## config.mk

```make
export PLATFORM = sky130hd
export DESIGN_NAME = lock_supervisor_flat
export DESIGN_NICKNAME = d
export VERILOG_FILES = /design/src/rtl/lock_supervisor_if.sv /design/src/rtl/lock_supervisor.sv /design/src/flat_wrapper.sv
export SDC_FILE = /design/constraint.sdc
export NUM_CORES = 1
export LEC_CHECK = 0
export ABC_AREA = 1
export ABC_CLOCK_PERIOD_IN_PS = 1400
export CORE_MARGIN = 2
export CORE_UTILIZATION = 33
export DETAILED_ROUTE_END_ITERATION = 7
export MAX_ROUTING_LAYER = met4
export PLACE_DENSITY = 0.48
export REMOVE_ABC_BUFFERS = 1
export SETUP_SLACK_MARGIN = 0.2
export SYNTH_ARGS = -nofsm -noshare
export SYNTH_HDL_FRONTEND = slang
export SYNTH_SLANG_ARGS = --single-unit
export TNS_END_PERCENT = 100
```

## constraint.sdc

```tcl
create_clock -name clk -period 1.4 [get_ports clk]
set_clock_uncertainty 0.05 [all_clocks]
set_input_delay 0.35 -clock clk [delete_from_list [all_inputs] [get_ports clk]]
set_output_delay 0.35 -clock clk [all_outputs]
set_load 0.1 [all_outputs]
```

## src/rtl/lock_supervisor_if.sv

```systemverilog
// Keypad-side bundle for lock_supervisor: digit handshake, control requests and status outputs.
// The slave modport is the supervisor; the master modport is the keypad/status side driving it.
interface lock_supervisor_if #(
    parameter int MAX_FAILS = 3
);
    localparam int FAIL_W = $clog2(MAX_FAILS + 1);

    logic              i_key_valid;
    logic [3:0]        i_key_digit;
    logic              o_key_ready;
    logic              i_cancel;
    logic              i_prog;
    logic              o_unlocked;
    logic              o_locked_out;
    logic              o_attempt_fail;
    logic              o_prog_done;
    logic [FAIL_W-1:0] o_fail_count;

    modport slave (
        input  i_key_valid, i_key_digit, i_cancel, i_prog,
        output o_key_ready, o_unlocked, o_locked_out, o_attempt_fail, o_prog_done, o_fail_count
    );

    modport master (
        output i_key_valid, i_key_digit, i_cancel, i_prog,
        input  o_key_ready, o_unlocked, o_locked_out, o_attempt_fail, o_prog_done, o_fail_count
    );
endinterface

```

## src/rtl/lock_supervisor.sv

```systemverilog
// Combination-lock attempt sequencer: digit collection, code check, unlock window, failure lockout.
// Define LOCK_PROG_EN to allow reprogramming the code from the unlock window (PROG state).
module lock_supervisor #(
    parameter int                    CODE_LEN       = 4,
    parameter logic [4*CODE_LEN-1:0] CODE           = 16'h9979,
    parameter int                    MAX_FAILS      = 3,
    parameter int                    LOCKOUT_CYCLES = 1000,
    parameter int                    UNLOCK_CYCLES  = 500,
    parameter int                    ENTRY_TIMEOUT  = 2000
) (
    input logic            clk,
    input logic            rst_n,
    lock_supervisor_if.slave bus
);
    localparam int BW     = 4 * CODE_LEN;
    localparam int CNT_W  = (CODE_LEN > 1) ? $clog2(CODE_LEN) : 1;
    localparam int FAIL_W = $clog2(MAX_FAILS + 1);
    localparam int T_AB   = (LOCKOUT_CYCLES > UNLOCK_CYCLES) ? LOCKOUT_CYCLES : UNLOCK_CYCLES;
    localparam int T_MAX  = (T_AB > ENTRY_TIMEOUT) ? T_AB : ENTRY_TIMEOUT;
    localparam int TW     = $clog2(T_MAX + 1);

    localparam logic [CNT_W-1:0] LAST_IDX = CNT_W'(CODE_LEN - 1);

    typedef enum logic [2:0] {
        ST_IDLE,
        ST_COLLECT,
        ST_CHECK,
        ST_OPEN,
        ST_LOCKOUT,
        ST_PROG
    } state_t;

    state_t            r_state;
    logic [BW-1:0]     r_buf;
    logic [CNT_W-1:0]  r_count;
    logic [TW-1:0]     r_timer;
    logic [FAIL_W-1:0] r_fail_count;
    logic              r_ready_en;
    logic              r_unlocked;
    logic              r_locked_out;
    logic              r_attempt_fail;

    logic              w_key_ready;
    logic              w_accept;
    logic [BW-1:0]     w_shifted;
    logic [BW-1:0]     w_code;
    logic              w_commit;

`ifdef LOCK_PROG_EN
    logic [BW-1:0]     r_code;
    logic              r_prog_done;
    logic              r_prog_commit;

    assign w_code   = r_code;
    assign w_commit = r_prog_commit;
    assign bus.o_prog_done = r_prog_done;
`else
    logic              w_unused_prog;

    assign w_code   = CODE;
    assign w_commit = 1'b0;
    assign w_unused_prog = bus.i_prog;
    assign bus.o_prog_done = 1'b0;
`endif

    // r_ready_en holds key_ready low through reset and for the first clock after release.
    assign w_key_ready = r_ready_en && !bus.i_cancel &&
                         (r_state == ST_IDLE || r_state == ST_COLLECT || r_state == ST_PROG);
    assign w_accept    = bus.i_key_valid && w_key_ready;
    assign w_shifted   = (r_buf << 4) | BW'(bus.i_key_digit);

    always_ff @(posedge clk or negedge rst_n) begin
        if (!rst_n) begin
            r_state        <= ST_IDLE;
            r_buf          <= '0;
            r_count        <= '0;
            r_timer        <= '0;
            r_fail_count   <= '0;
            r_ready_en     <= 1'b0;
            r_unlocked     <= 1'b0;
            r_locked_out   <= 1'b0;
            r_attempt_fail <= 1'b0;
`ifdef LOCK_PROG_EN
            r_code         <= CODE;
            r_prog_done    <= 1'b0;
            r_prog_commit  <= 1'b0;
`endif
        end else begin
            r_ready_en     <= 1'b1;
            r_attempt_fail <= 1'b0;
`ifdef LOCK_PROG_EN
            r_prog_done    <= 1'b0;
`endif
            case (r_state)
                ST_IDLE, ST_COLLECT: begin
                    if (bus.i_cancel) begin
                        r_state <= ST_IDLE;
                        r_buf   <= '0;
                        r_count <= '0;
                    end else if (w_accept) begin
                        r_buf   <= w_shifted;
                        r_timer <= TW'(ENTRY_TIMEOUT);
                        if (r_count == LAST_IDX) begin
                            r_state <= ST_CHECK;
                            r_count <= '0;
                        end else begin
                            r_state <= ST_COLLECT;
                            r_count <= r_count + CNT_W'(1);
                        end
                    end else if (r_state == ST_COLLECT) begin
                        if (r_timer == TW'(1)) begin
                            r_state <= ST_IDLE;
                            r_buf   <= '0;
                            r_count <= '0;
                        end else begin
                            r_timer <= r_timer - TW'(1);
                        end
                    end
                end

                // A completed PROG entry also passes through here, committing instead of comparing.
                ST_CHECK: begin
                    r_buf <= '0;
                    if (w_commit) begin
`ifdef LOCK_PROG_EN
                        r_code        <= r_buf;
                        r_prog_done   <= 1'b1;
                        r_prog_commit <= 1'b0;
`endif
                        r_state <= ST_IDLE;
                    end else if (r_buf == w_code) begin
                        r_state      <= ST_OPEN;
                        r_unlocked   <= 1'b1;
                        r_fail_count <= '0;
                        r_timer      <= TW'(UNLOCK_CYCLES);
                    end else if (int'(r_fail_count) + 1 >= MAX_FAILS) begin
                        r_state      <= ST_LOCKOUT;
                        r_locked_out <= 1'b1;
                        r_fail_count <= FAIL_W'(MAX_FAILS);
                        r_timer      <= TW'(LOCKOUT_CYCLES);
                    end else begin
                        r_state        <= ST_IDLE;
                        r_fail_count   <= r_fail_count + FAIL_W'(1);
                        r_attempt_fail <= 1'b1;
                    end
                end

                ST_OPEN: begin
                    if (bus.i_cancel) begin
                        r_state    <= ST_IDLE;
                        r_unlocked <= 1'b0;
`ifdef LOCK_PROG_EN
                    end else if (bus.i_prog) begin
                        r_state    <= ST_PROG;
                        r_unlocked <= 1'b0;
                        r_buf      <= '0;
                        r_count    <= '0;
                        r_timer    <= TW'(ENTRY_TIMEOUT);
`endif
                    end else if (r_timer == TW'(1)) begin
                        r_state    <= ST_IDLE;
                        r_unlocked <= 1'b0;
                    end else begin
                        r_timer <= r_timer - TW'(1);
                    end
                end

                ST_LOCKOUT: begin
                    if (r_timer == TW'(1)) begin
                        r_state      <= ST_IDLE;
                        r_locked_out <= 1'b0;
                        r_fail_count <= '0;
                    end else begin
                        r_timer <= r_timer - TW'(1);
                    end
                end

`ifdef LOCK_PROG_EN
                // Aborting PROG leaves r_code untouched and counts no failure.
                ST_PROG: begin
                    if (bus.i_cancel) begin
                        r_state <= ST_IDLE;
                        r_buf   <= '0;
                        r_count <= '0;
                    end else if (w_accept) begin
                        r_buf   <= w_shifted;
                        r_timer <= TW'(ENTRY_TIMEOUT);
                        if (r_count == LAST_IDX) begin
                            r_state       <= ST_CHECK;
                            r_prog_commit <= 1'b1;
                            r_count       <= '0;
                        end else begin
                            r_count <= r_count + CNT_W'(1);
                        end
                    end else if (r_timer == TW'(1)) begin
                        r_state <= ST_IDLE;
                        r_buf   <= '0;
                        r_count <= '0;
                    end else begin
                        r_timer <= r_timer - TW'(1);
                    end
                end
`endif

                default: begin
                    r_state <= ST_IDLE;
                end
            endcase
        end
    end

    assign bus.o_key_ready    = w_key_ready;
    assign bus.o_unlocked     = r_unlocked;
    assign bus.o_locked_out   = r_locked_out;
    assign bus.o_attempt_fail = r_attempt_fail;
    assign bus.o_fail_count   = r_fail_count;
endmodule

```

## src/flat_wrapper.sv

```systemverilog
// flat-port wrapper written by rule: the top's interface ports become plain ports
module lock_supervisor_flat 
#(
    parameter int                    CODE_LEN       = 4,
    parameter logic [4*CODE_LEN-1:0] CODE           = 16'h9979,
    parameter int                    MAX_FAILS      = 3,
    parameter int                    LOCKOUT_CYCLES = 1000,
    parameter int                    UNLOCK_CYCLES  = 500,
    parameter int                    ENTRY_TIMEOUT  = 2000
)
  (clk, rst_n, bus_i_key_valid, bus_i_key_digit, bus_i_cancel, bus_i_prog, bus_o_key_ready, bus_o_unlocked, bus_o_locked_out, bus_o_attempt_fail, bus_o_prog_done, bus_o_fail_count);
  lock_supervisor_if #(.MAX_FAILS(MAX_FAILS)) bus_i ();
  input logic clk;
  input logic rst_n;
  input wire logic [$bits(bus_i.i_key_valid)-1:0] bus_i_key_valid;
  input wire logic [$bits(bus_i.i_key_digit)-1:0] bus_i_key_digit;
  input wire logic [$bits(bus_i.i_cancel)-1:0] bus_i_cancel;
  input wire logic [$bits(bus_i.i_prog)-1:0] bus_i_prog;
  output wire logic [$bits(bus_i.o_key_ready)-1:0] bus_o_key_ready;
  output wire logic [$bits(bus_i.o_unlocked)-1:0] bus_o_unlocked;
  output wire logic [$bits(bus_i.o_locked_out)-1:0] bus_o_locked_out;
  output wire logic [$bits(bus_i.o_attempt_fail)-1:0] bus_o_attempt_fail;
  output wire logic [$bits(bus_i.o_prog_done)-1:0] bus_o_prog_done;
  output wire logic [$bits(bus_i.o_fail_count)-1:0] bus_o_fail_count;
  assign bus_i.i_key_valid = bus_i_key_valid;
  assign bus_i.i_key_digit = bus_i_key_digit;
  assign bus_i.i_cancel = bus_i_cancel;
  assign bus_i.i_prog = bus_i_prog;
  assign bus_o_key_ready = bus_i.o_key_ready;
  assign bus_o_unlocked = bus_i.o_unlocked;
  assign bus_o_locked_out = bus_i.o_locked_out;
  assign bus_o_attempt_fail = bus_i.o_attempt_fail;
  assign bus_o_prog_done = bus_i.o_prog_done;
  assign bus_o_fail_count = bus_i.o_fail_count;
  lock_supervisor #(.CODE_LEN(CODE_LEN), .CODE(CODE), .MAX_FAILS(MAX_FAILS), .LOCKOUT_CYCLES(LOCKOUT_CYCLES), .UNLOCK_CYCLES(UNLOCK_CYCLES), .ENTRY_TIMEOUT(ENTRY_TIMEOUT)) u_core (.clk(clk), .rst_n(rst_n), .bus(bus_i));
endmodule
```

==> results.md <==
- Post-layout min period: ~1.7 ns
- GRT Overall Usage: 0.180
- Hold Path Class: reg2reg
- Cells after synthesis: approximately 310
- X dimension of the die: 85.1 µm
- Worst-Skew Late Latency: slightly below 0.3 ns
- Pwr per Cell Area: between 1500 and 2000 mW/mm²
- Total number of nets in the final design: 428
- Cell breakdown of the critical path: nand2_2, buf_6, nand4_4, nand2_1, nand3b_1, nor2_4, buf_6, nor2_1, a21oi_1
- Count of vias placed by the detailed router: 2348
- Std cell rows: 29
- Commonest cells after routing, fill and taps aside: sky130_fd_sc_hd__nand2_1, sky130_fd_sc_hd__buf_4, sky130_fd_sc_hd__dfrtp_1
- Achievable Freq: 587 MHz
- Aggregate negative setup slack: -8.77 ns
- Root buffer cell: sky130_fd_sc_hd__clkbuf_8
- Final Max Tran Viols: 0
- Sequential element share of the synthesized area: 0.438
- CP top delay family: simple AND/OR/NAND/NOR gates
- Post-synthesis to final-layout area growth: 69.1%
- Final routed DRC violation total: 0
- Layout Cells excl Fill: approximately 500
- CTS tree: done
- Violated checks: negative setup slack
- First-pass detailed-route iteration total: 4
- Total wire length after detailed routing: 6420 µm
- Part of the cycle the worst path needs: 1.22
- Area taken by flip-flops and latches: 955 µm²
- Initial DRC count: 89
- Worst Setup End Kind: flip-flop
- Leftover overflow at the end of global routing: 0
- Number of top-level design ports: 16
- Sequential group share of total power: 0.252
- Internal portion of total power: 0.00344 W
- Via density: 4.75
- Final estimated routing congestion in global placement: 0.811
- Average instance area after synthesis: 7.12 µm²
- Post-detailed-placement half-perimeter wirelength: 3930 µm
- Via count of the first global-routing pass: 2230
- Switching share of power: 0.427
- Post-route worst setup slack: -0.304 ns
- Worst setup slack before clock tree synthesis: -0.763 ns
- Number of hold violations in the final report: 0
- Critical Path Fanout Max: 6
- Critical-path cell with the highest stage delay: sky130_fd_sc_hd__dfrtp_2
- Wire per inst: between 10 and 15 µm
- Final total power: 0.00600 W
- CTS max path bufs: 2
- Unrepaired setup endpoints after global routing: yes
- Effective utilization at floorplan: 0.342
- Number of H-tree levels: 2
- Count of final setup violators: 37
- Clk sinks: 38
- Wire length of the first global-routing pass: 10100 µm
- Total instance count after detailed placement: 453
- Placeable core region: 0.00635 mm²
- Leakage component of the power: 1.79 nW
- Net Sw Power: 0.00256 W
- Fraction of layout instances using a drive strength above 1: 0.453
- Port Buffer Count: 13
- Mapped cell area: 0.00217 mm²
- Setup crit start kind: flip-flop
- Count of synthesis-stage warnings from yosys: 0
- Filler instances: 559
- Part of the total power dissipated in the clock network: 0.135
- Required time of the worst setup path: 1.56 ns
- Run status: finished, violations left
- Die outline height: 85.1 µm
- Total area of multi-input combinational cells: between 0.001 and 0.0015 mm²
- Combinational fraction of design power: 0.613
- Post-CTS clock slew at the launch and capture registers of the worst setup and hold paths: ~0.080 ns
- Synth cell types: 28
- Worst IR drop on VDD: 1.39 mV
- Crit-path most repeated cell: sky130_fd_sc_hd__buf_6
- Total Die Area: 0.00725 mm²
- Max stage delay on crit path: 0.45 ns
- Antenna Violating Nets Remaining: 0
- Endpoint arrival time on the critical path: 1.87 ns
- Clock buffer count from CTS: 5
- Maximum number of pins on one net before global-route repair: 39
- Bufs and invs on worst path: 2
- Number of antenna violations at the first check in global routing: 0
- # diodes: 0
- Count of max-cap constraint violations: 0
- Crit Path Class: reg2reg
- Flops & latches, synth: 38
kinds of logic after synthesis:
group	share of synthesized area
xor+xnor	0.00403
simple gates	0.343
other cells	0.00346
flops	0.438
compound gates	0.112
buf+inv	0.0824
fa+ha+maj	0.0173
cells in the mapped netlist:
| cell type | instances | area, µm² |
|---|---|---|
| sky130_fd_sc_hd__nand2_1 | 97 | 364 |
| sky130_fd_sc_hd__nor2_1 | 41 | 154 |
| sky130_fd_sc_hd__dfrtp_1 | 38 | 951 |
| sky130_fd_sc_hd__inv_1 | 29 | 109 |
| sky130_fd_sc_hd__nand3_1 | 23 | 115 |
| sky130_fd_sc_hd__o21ai_1 | 15 | 75.1 |
| sky130_fd_sc_hd__o21ai_0 | 12 | 60.1 |
| sky130_fd_sc_hd__a21oi_1 | 10 | 50.1 |
| sky130_fd_sc_hd__buf_2 | 5 | 25.0 |
| sky130_fd_sc_hd__inv_2 | 4 | 15.0 |
| sky130_fd_sc_hd__ha_1 | 3 | 37.5 |
| sky130_fd_sc_hd__nand4_1 | 3 | 18.8 |
| sky130_fd_sc_hd__nor2_2 | 3 | 18.8 |
| sky130_fd_sc_hd__o211ai_1 | 3 | 22.5 |
| sky130_fd_sc_hd__a21oi_2 | 2 | 17.5 |
| sky130_fd_sc_hd__buf_4 | 2 | 15.0 |
| sky130_fd_sc_hd__conb_1 | 2 | 7.51 |
| sky130_fd_sc_hd__nand2_2 | 2 | 12.5 |
| sky130_fd_sc_hd__nor3_1 | 2 | 10.0 |
| sky130_fd_sc_hd__and2_1 | 1 | 6.26 |
| sky130_fd_sc_hd__buf_6 | 1 | 11.3 |
| sky130_fd_sc_hd__clkinv_1 | 1 | 3.75 |
| sky130_fd_sc_hd__nand3b_1 | 1 | 7.51 |
| sky130_fd_sc_hd__nand4_4 | 1 | 21.3 |
| sky130_fd_sc_hd__nor3_4 | 1 | 16.3 |
| sky130_fd_sc_hd__o211ai_2 | 1 | 12.5 |
| sky130_fd_sc_hd__o22ai_1 | 1 | 6.26 |
| sky130_fd_sc_hd__xor2_1 | 1 | 8.76 |
state kept, by name, summed over array words and instances, names as in the netlist:
name and flops:
u_core.bus.o_attempt_fail 1, u_core.bus.o_fail_count 2, u_core.bus.o_locked_out 1, u_core.bus.o_unlocked 1, u_core.r_buf 16, u_core.r_count 2
u_core.r_ready_en 1, u_core.r_state 3, u_core.r_timer 11
power groups by stage:
stage | clock, W | sequential, W | combinational, W
2_1_floorplan | 0 | 0.00183 | 0.00112
3_3_place_gp | 0 | 0.00151 | 0.00268
3_5_place_dp | 0 | 0.00151 | 0.00270
6_report | 0.000813 | 0.00151 | 0.00367
5_1_grt | 0.000894 | 0.00154 | 0.00394
4_1_cts | 0.000845 | 0.00150 | 0.00322
layout make-up:
type,count,share of cell area
clock inverters,2,0.00341
multi-input cells,225,0.364
clock buffers,6,0.0225
inverters,34,0.0361
repair buffers,112,0.287
well taps,77,0.0262
flip-flops and latches,38,0.260
layer usage:
metal | up-vias | GRT usage | part of all wire
met1 | 1108 | 0.214 | 0.45
met5 | - | - | 0
li1 | 1193 | - | -
met4 | 0 | 0.0519 | 0.018
met3 | 12 | 0.0350 | 0.026
met2 | 35 | 0.311 | 0.51
metrics by stage:
step | utilization | hold slack (ns) | instance area, µm²
after global placement | 0.462 | 0.291 | 2940
after detailed placement | 0.462 | 0.289 | 2940
after CTS | 0.543 | 0.447 | 3450
after floorplan | - | 0.00441 | 2120
final | 0.579 | 0.443 | 3670
after global routing | 0.579 | 0.463 | 3670
path summary, 6_finish.rpt:
check,start,to,slack [ns],cells after the start
min reg2reg,u_core.r_count[1],u_core.r_count[1],0.44,2
max in group asynchronous,rst_n,u_core.r_state[2],0.59,3
max,u_core.r_state[2],u_core.r_timer[7],-0.30,9
min,u_core.r_count[1],u_core.r_count[1],0.44,2
min in group asynchronous,rst_n,u_core.r_timer[6],0.50,3
max reg2reg,u_core.r_state[2],u_core.r_timer[7],-0.30,9
timing repair:
action                                 in CTS  in global routing
endpoints found under the hold margin      38                  0
buffers inserted                           19                  9
resized for setup                          77                 32
hold buffers                                1                  0
setup endpoints to repair                  43                 43
cloned                                      1                  3
pin swaps                                  14                 13
worst min-delay path, stage by stage, from the launching register on:
cell,delay [ns]
sky130_fd_sc_hd__dfrtp_1,0.35
sky130_fd_sc_hd__nand2_1,0.06
sky130_fd_sc_hd__nand2_1,0.06
No activity file was read; power rests on OpenSTA's default activity.
